## src/rtl/mmio_uart_tx.sv

```systemverilog
// Memory-mapped 8N1 UART transmitter with a TX FIFO, sitting beside data RAM on the core's data port.
// Latency: a TXDATA store at edge E into an idle, empty block drives the start bit from edge E+1; a frame is 10*max(BAUDDIV,1) cycles.
// Backpressure: none toward the core; a store to a full FIFO drops the byte and sets the sticky overflow flag.
//
// Ports:
//   clk, reset       system clock; asynchronous active-low reset
//   MemWrite         one-cycle store strobe from the core
//   Adr, WriteData   byte address and store data from the core
//   Sel              combinational window hit (Adr[31:4] == BASE_ADDR[31:4]), steers the system read mux
//   RdData           combinational register readback for Adr, zero when Sel is low
//   tx               serial line, idles high
//   irq              registered "transmit done": FIFO empty and transmitter idle
module mmio_uart_tx #(
    parameter logic [31:0] BASE_ADDR   = 32'hFFFF_0000,
    parameter int          FIFO_DEPTH  = 8,
    parameter logic [15:0] DEFAULT_DIV = 16'd868
) (
    input  logic        clk,
    input  logic        reset,
    input  logic        MemWrite,
    input  logic [31:0] Adr,
    input  logic [31:0] WriteData,
    output logic        Sel,
    output logic [31:0] RdData,
    output logic        tx,
    output logic        irq
);

    localparam int AW = $clog2(FIFO_DEPTH);
    localparam int CW = AW + 1;

    typedef enum logic [1:0] {
        S_IDLE,
        S_START,
        S_DATA,
        S_STOP
    } state_t;

    // Register offsets within the 16-byte window (Adr[3:2]).
    localparam logic [1:0] REG_TXDATA  = 2'd0;
    localparam logic [1:0] REG_STATUS  = 2'd1;
    localparam logic [1:0] REG_BAUDDIV = 2'd2;

    logic [7:0]    fifo_mem [FIFO_DEPTH];
    logic [AW-1:0] wptr;
    logic [AW-1:0] rptr;
    logic [CW-1:0] count;
    logic [CW-1:0] count_nxt;
    logic          overflow;
    logic [15:0]   bauddiv;

    state_t        state;
    logic [15:0]   bit_cnt;
    logic [2:0]    bit_idx;
    logic [7:0]    shift;

    logic [1:0]    reg_idx;
    logic          wr_en;
    logic          push;
    logic          push_ok;
    logic          pop;
    logic          full;
    logic          empty;
    logic          busy;
    logic          bit_done;
    logic [15:0]   div_m1;
    logic          idle_nxt;
    logic          unused_bits;

    // Byte lanes and the upper half of WriteData carry nothing this block needs.
    assign unused_bits = ^{WriteData[31:16], Adr[1:0]};

    assign Sel     = (Adr[31:4] == BASE_ADDR[31:4]);
    assign wr_en   = MemWrite && Sel;
    assign reg_idx = Adr[3:2];
    assign push    = wr_en && (reg_idx == REG_TXDATA);

    assign full     = (count == CW'(FIFO_DEPTH));
    assign empty    = (count == '0);
    assign busy     = (state != S_IDLE);
    assign bit_done = (bit_cnt == 16'd0);

    // Bit counter reload value; a divider of 0 behaves as 1.
    assign div_m1 = (bauddiv == 16'd0) ? 16'd0 : (bauddiv - 16'd1);

    // The FSM takes a byte either from IDLE or at the end of a STOP bit.
    assign pop = !empty && ((state == S_IDLE) || ((state == S_STOP) && bit_done));

    // When full, a simultaneous pop frees the slot first so the push lands.
    assign push_ok = push && (!full || pop);

    assign idle_nxt = ((state == S_IDLE) && !pop) ||
                      ((state == S_STOP) && bit_done && !pop);

    always_comb begin
        count_nxt = count;
        if (push_ok && !pop) begin
            count_nxt = count + CW'(1);
        end else if (!push_ok && pop) begin
            count_nxt = count - CW'(1);
        end
    end

    // FIFO storage needs no reset; count/pointers define what is valid.
    always_ff @(posedge clk) begin
        if (push_ok) begin
            fifo_mem[wptr] <= WriteData[7:0];
        end
    end

    always_ff @(posedge clk or negedge reset) begin
        if (!reset) begin
            wptr     <= '0;
            rptr     <= '0;
            count    <= '0;
            overflow <= 1'b0;
            bauddiv  <= DEFAULT_DIV;
        end else begin
            count <= count_nxt;
            if (push_ok) begin
                wptr <= wptr + AW'(1);
            end
            if (pop) begin
                rptr <= rptr + AW'(1);
            end
            if (push && !push_ok) begin
                overflow <= 1'b1;
            end else if (wr_en && (reg_idx == REG_STATUS) && WriteData[3]) begin
                overflow <= 1'b0;
            end
            if (wr_en && (reg_idx == REG_BAUDDIV)) begin
                bauddiv <= WriteData[15:0];
            end
        end
    end

    // Transmit FSM. bit_cnt counts down the cycles left in the current bit and
    // is reloaded from BAUDDIV at every bit boundary, so a divider change
    // applies from the next bit.
    always_ff @(posedge clk or negedge reset) begin
        if (!reset) begin
            state   <= S_IDLE;
            tx      <= 1'b1;
            irq     <= 1'b1;
            bit_cnt <= 16'd0;
            bit_idx <= 3'd0;
            shift   <= 8'd0;
        end else begin
            irq <= (count_nxt == '0) && idle_nxt;
            case (state)
                S_IDLE: begin
                    if (pop) begin
                        shift   <= fifo_mem[rptr];
                        state   <= S_START;
                        tx      <= 1'b0;
                        bit_cnt <= div_m1;
                    end
                end
                S_START: begin
                    if (bit_done) begin
                        state   <= S_DATA;
                        bit_idx <= 3'd0;
                        tx      <= shift[0];
                        bit_cnt <= div_m1;
                    end else begin
                        bit_cnt <= bit_cnt - 16'd1;
                    end
                end
                S_DATA: begin
                    if (bit_done) begin
                        bit_cnt <= div_m1;
                        if (bit_idx == 3'd7) begin
                            state <= S_STOP;
                            tx    <= 1'b1;
                        end else begin
                            shift   <= {1'b0, shift[7:1]};
                            tx      <= shift[1];
                            bit_idx <= bit_idx + 3'd1;
                        end
                    end else begin
                        bit_cnt <= bit_cnt - 16'd1;
                    end
                end
                S_STOP: begin
                    if (bit_done) begin
                        if (pop) begin
                            // Next byte already waiting: start bit follows with no idle gap.
                            shift   <= fifo_mem[rptr];
                            state   <= S_START;
                            tx      <= 1'b0;
                            bit_cnt <= div_m1;
                        end else begin
                            state   <= S_IDLE;
                            bit_cnt <= 16'd0;
                        end
                    end else begin
                        bit_cnt <= bit_cnt - 16'd1;
                    end
                end
                default: begin
                    state <= S_IDLE;
                    tx    <= 1'b1;
                end
            endcase
        end
    end

    // Readback is purely combinational with no side effects.
    always_comb begin
        RdData = 32'd0;
        if (Sel) begin
            case (reg_idx)
                REG_STATUS:  RdData = {24'd0, 4'(count), overflow, busy, empty, full};
                REG_BAUDDIV: RdData = {16'd0, bauddiv};
                default:     RdData = 32'd0;
            endcase
        end
    end

endmodule

```

## config.mk

```make
export PLATFORM = sky130hd
export DESIGN_NAME = mmio_uart_tx
export DESIGN_NICKNAME = d
export VERILOG_FILES = /design/src/rtl/mmio_uart_tx.sv
export SDC_FILE = /design/constraint.sdc
export NUM_CORES = 1
export LEC_CHECK = 0
export ABC_AREA = 1
export CORE_MARGIN = 2
export CORE_UTILIZATION = 54
export DETAILED_ROUTE_END_ITERATION = 12
export HOLD_SLACK_MARGIN = 0.06
export PLACE_DENSITY = 0.84
export REMOVE_ABC_BUFFERS = 1
export SLEW_MARGIN = 20
export SYNTH_ARGS = -nofsm -noshare
export SYNTH_HDL_FRONTEND = slang
export SYNTH_SLANG_ARGS = --single-unit
export TNS_END_PERCENT = 30
```

## constraint.sdc

```tcl
create_clock -name clk -period 2.9 [get_ports clk]
set_input_delay 0.725 -clock clk [delete_from_list [all_inputs] [get_ports clk]]
set_output_delay 0.725 -clock clk [all_outputs]
set_load 0.02 [all_outputs]
```

==> results.cfg <==
[sta]
setup_viol = 0
rsz0062_at_grt = false
tns_ps = 0
finalCritPeriodShare = 0.944
worst-slew-pin-transition_ps = 931
finalHoldViolCount = 0
slew_headroom = 0.379
finClkSkew_ps = 5.53
drv_slew = 0
fmax_ghz = 0.365
fin_crit_ps = 2740

[layout]
n_fill_cell = 839
diodes = 0
final_cell_mix = 103 x nand2_1, 82 x o21ai_0, 80 x nor2_1, 74 x inv_1, 64 x edfxtp_1
postLayoutCellArea_um2 = 8260
drive_above_1_share = 0.192
areaGrowthSynthToFinish_pct = 25.4
final_common_cell = nand2_1
fin_nets = 890

[logic_synthesis]
synth-main-ff-cell = edfxtp_1
async_flop_share = 0.475
avgSynthCellArea_um2 = 9.24
seq_area_frac_synth = 0.513
netlist.area_leader.share = 0.292
yosysWarnings = 0
synth_area_um2 = 6590
synth-edff-count = 64
yosysTopAreaCell = edfxtp_1
synthCells = 713
synth-seq-cells = 122
ys_top_cells_by_area = edfxtp_1 29%, dfrtp_1 19%, o21ai_0 6.2%
synth_cell_types = 46

[cts]
cts.sinks = 122
hold_buffers = 0
clk_latency_ps = 410
root_buffer = clkbuf_16
cts_buffers = 17
clockBufferDepth = 2
htreeDepth = 4
cts_tree = yes
clkSlewWorstSetupHoldPaths_ps = 50

[critical_path]
cp_common_cell = nor2_4
worstSetupStartpointType = input pin
critical-path-max-stage-delay_ps = 190
end_kind = output port
reg2reg_slack_ps = 570
crit_type = input pin to output port
crit_arrival_ps = 2010
required_ps = 2170
critPathMaxFanout = 8
crit_chain = dlymetal6s2s_1 > nor2_1 > nand2_1 > nor2_4 > nand2_2 > nor2_4 > buf_12 > nand2_8 > a21oi_4 > buf_6
cp_slowest_cell = nor2_4

[drt]
drc = 0
drtPass1Iterations = 7
m1WireLength_um = 6480
detail-route-antenna-nets = 0
top_layer = met4
totalWireLength_um = 16200
first_iter_violations = 508
dr_wl_met3_um = 1110
avgViaCountPerCell = 5.62
wl_met2_um = 8180
wire_per_inst_um = 16.8
vias = 5420

[floorplan]
initial_core_util = 0.551
die_w_um = 114
dieArea_um2 = 13100
placementRows = 40
io_pins = 102
die_y_um = 114
core_um2 = 12000

[placement]
hpwlAfterDp_um = 10900
gp_congestion = 0.908
detailed_place.area_um2 = 7470
io_buffers = 67

[power_and_ir_drop]
finalPower_w = 0.00479
power.leakage_nw = 3.75
ir_drop_uv = 507
powerDensity_nw_per_um2 = 581

[flow_run]
maxCapViolCount = 0

[global_routing]
antenna_found_initial = 0
grt_pass1_vias = 5408
track_usage = 0.250
grt-ovfl-total = 0
grt_first_pass_wirelength_um = 25200
grt_max_degree = 34

[worst_hold_path]
min_path_type = input pin to async pin

[outcome]
outcome = finished, final reports clean
report_power, final:
| part | switching (W) | leakage (nW) | internal (W) |
|---|---|---|---|
| Sequential | 0.0000340 | 1.31 | 0.00190 |
| Combinational | 0.000612 | 2.20 | 0.000311 |
| Clock | 0.000764 | 0.250 | 0.00117 |
Yosys cell counts (all sizes together), types with 14 or more instances:
cell type / count
nand2: 117
nor2: 91
o21ai: 90
inv: 80
edfxtp: 64
dfrtp: 51
nand3: 33
buf: 22
nor3: 19
xor2: 19
a21oi: 18
ha: 17
mux2: 16
clkbuf: 14
logic make-up (layout without fill, tap and decap cells):
logic type	Yosys count	in the layout	share of synthesized area
xor gates and xnor gates	23	23	0.0306
AOI/OAI and AO/OA	144	144	0.125
buffers and inverters	120	210	0.0822
and+or+nand+nor	270	270	0.189
other	1	16	0.000569
adders and majority gates	17	17	0.0323
DFF	122	122	0.513
muxes	16	16	0.0274
critical path, delay by kind of cell:
family	cells	cell delay, ps
simple gates	6	730
buf+inv	3	390
compound gates	1	160
flip-flops by register name, indices dropped and copies added, names as in the netlist, 2 cells and up:
| register | count |
|---|---|
| bauddiv | 16 |
| bit_cnt | 16 |
| bit_idx | 3 |
| count | 4 |
| fifo_mem | 64 |
| rptr | 3 |
| shift | 8 |
| state | 2 |
| wptr | 3 |
final timing paths:
check,start,end,depth (start not counted)
setup / recovery,Adr[6],RdData[7],10
hold / removal,reset,bit_cnt[13]$_DFFE_PN0P_,1
setup reg to reg,bit_cnt[0]$_DFFE_PN0P_,bit_cnt[13]$_DFFE_PN0P_,10
hold reg to reg,bit_idx[1]$_DFFE_PN0P_,bit_idx[1]$_DFFE_PN0P_,2
max in group asynchronous,reset,irq$_DFF_PN1_,2
min in group clk,bit_idx[1]$_DFFE_PN0P_,bit_idx[1]$_DFFE_PN0P_,2
layer usage:
metal	vias to the layer above	track usage
li1	2566	-
met1	2597	0.294
met2	215	0.432
met3	42	0.0672
met4	0	0.104
met5	-	0
final cells by class:
type / instances / area, um2 / area share
sequential: 122 / 3380 / 0.410
clock inverter: 10 / 96.3 / 0.0117
multi-input combinational: 486 / 2890 / 0.350
timing repair buffer: 95 / 933 / 0.113
clock buffer: 21 / 440 / 0.0533
tap: 147 / 184 / 0.0223
inverter: 84 / 334 / 0.0405
metrics by stage:
step                      instances  worst slack, ps  utilization  hold WS [ps]
after global routing            965             88.0        0.690           358
after detailed placement        932             -656        0.625           484
final                           965              163        0.690           334
after floorplan                 692             63.3            -           429
after CTS                       963            -46.7        0.667           329
after global placement          932             -589        0.625           474
timing repair:
item,4_1_cts,5_1_grt
cloned,0,0
endpoints found under the setup margin,17,16
hold endpoints to repair,0,0
buffers inserted,0,2
pin swaps,0,26
gates resized for setup,90,73
Power figures use the tool's default switching activity.
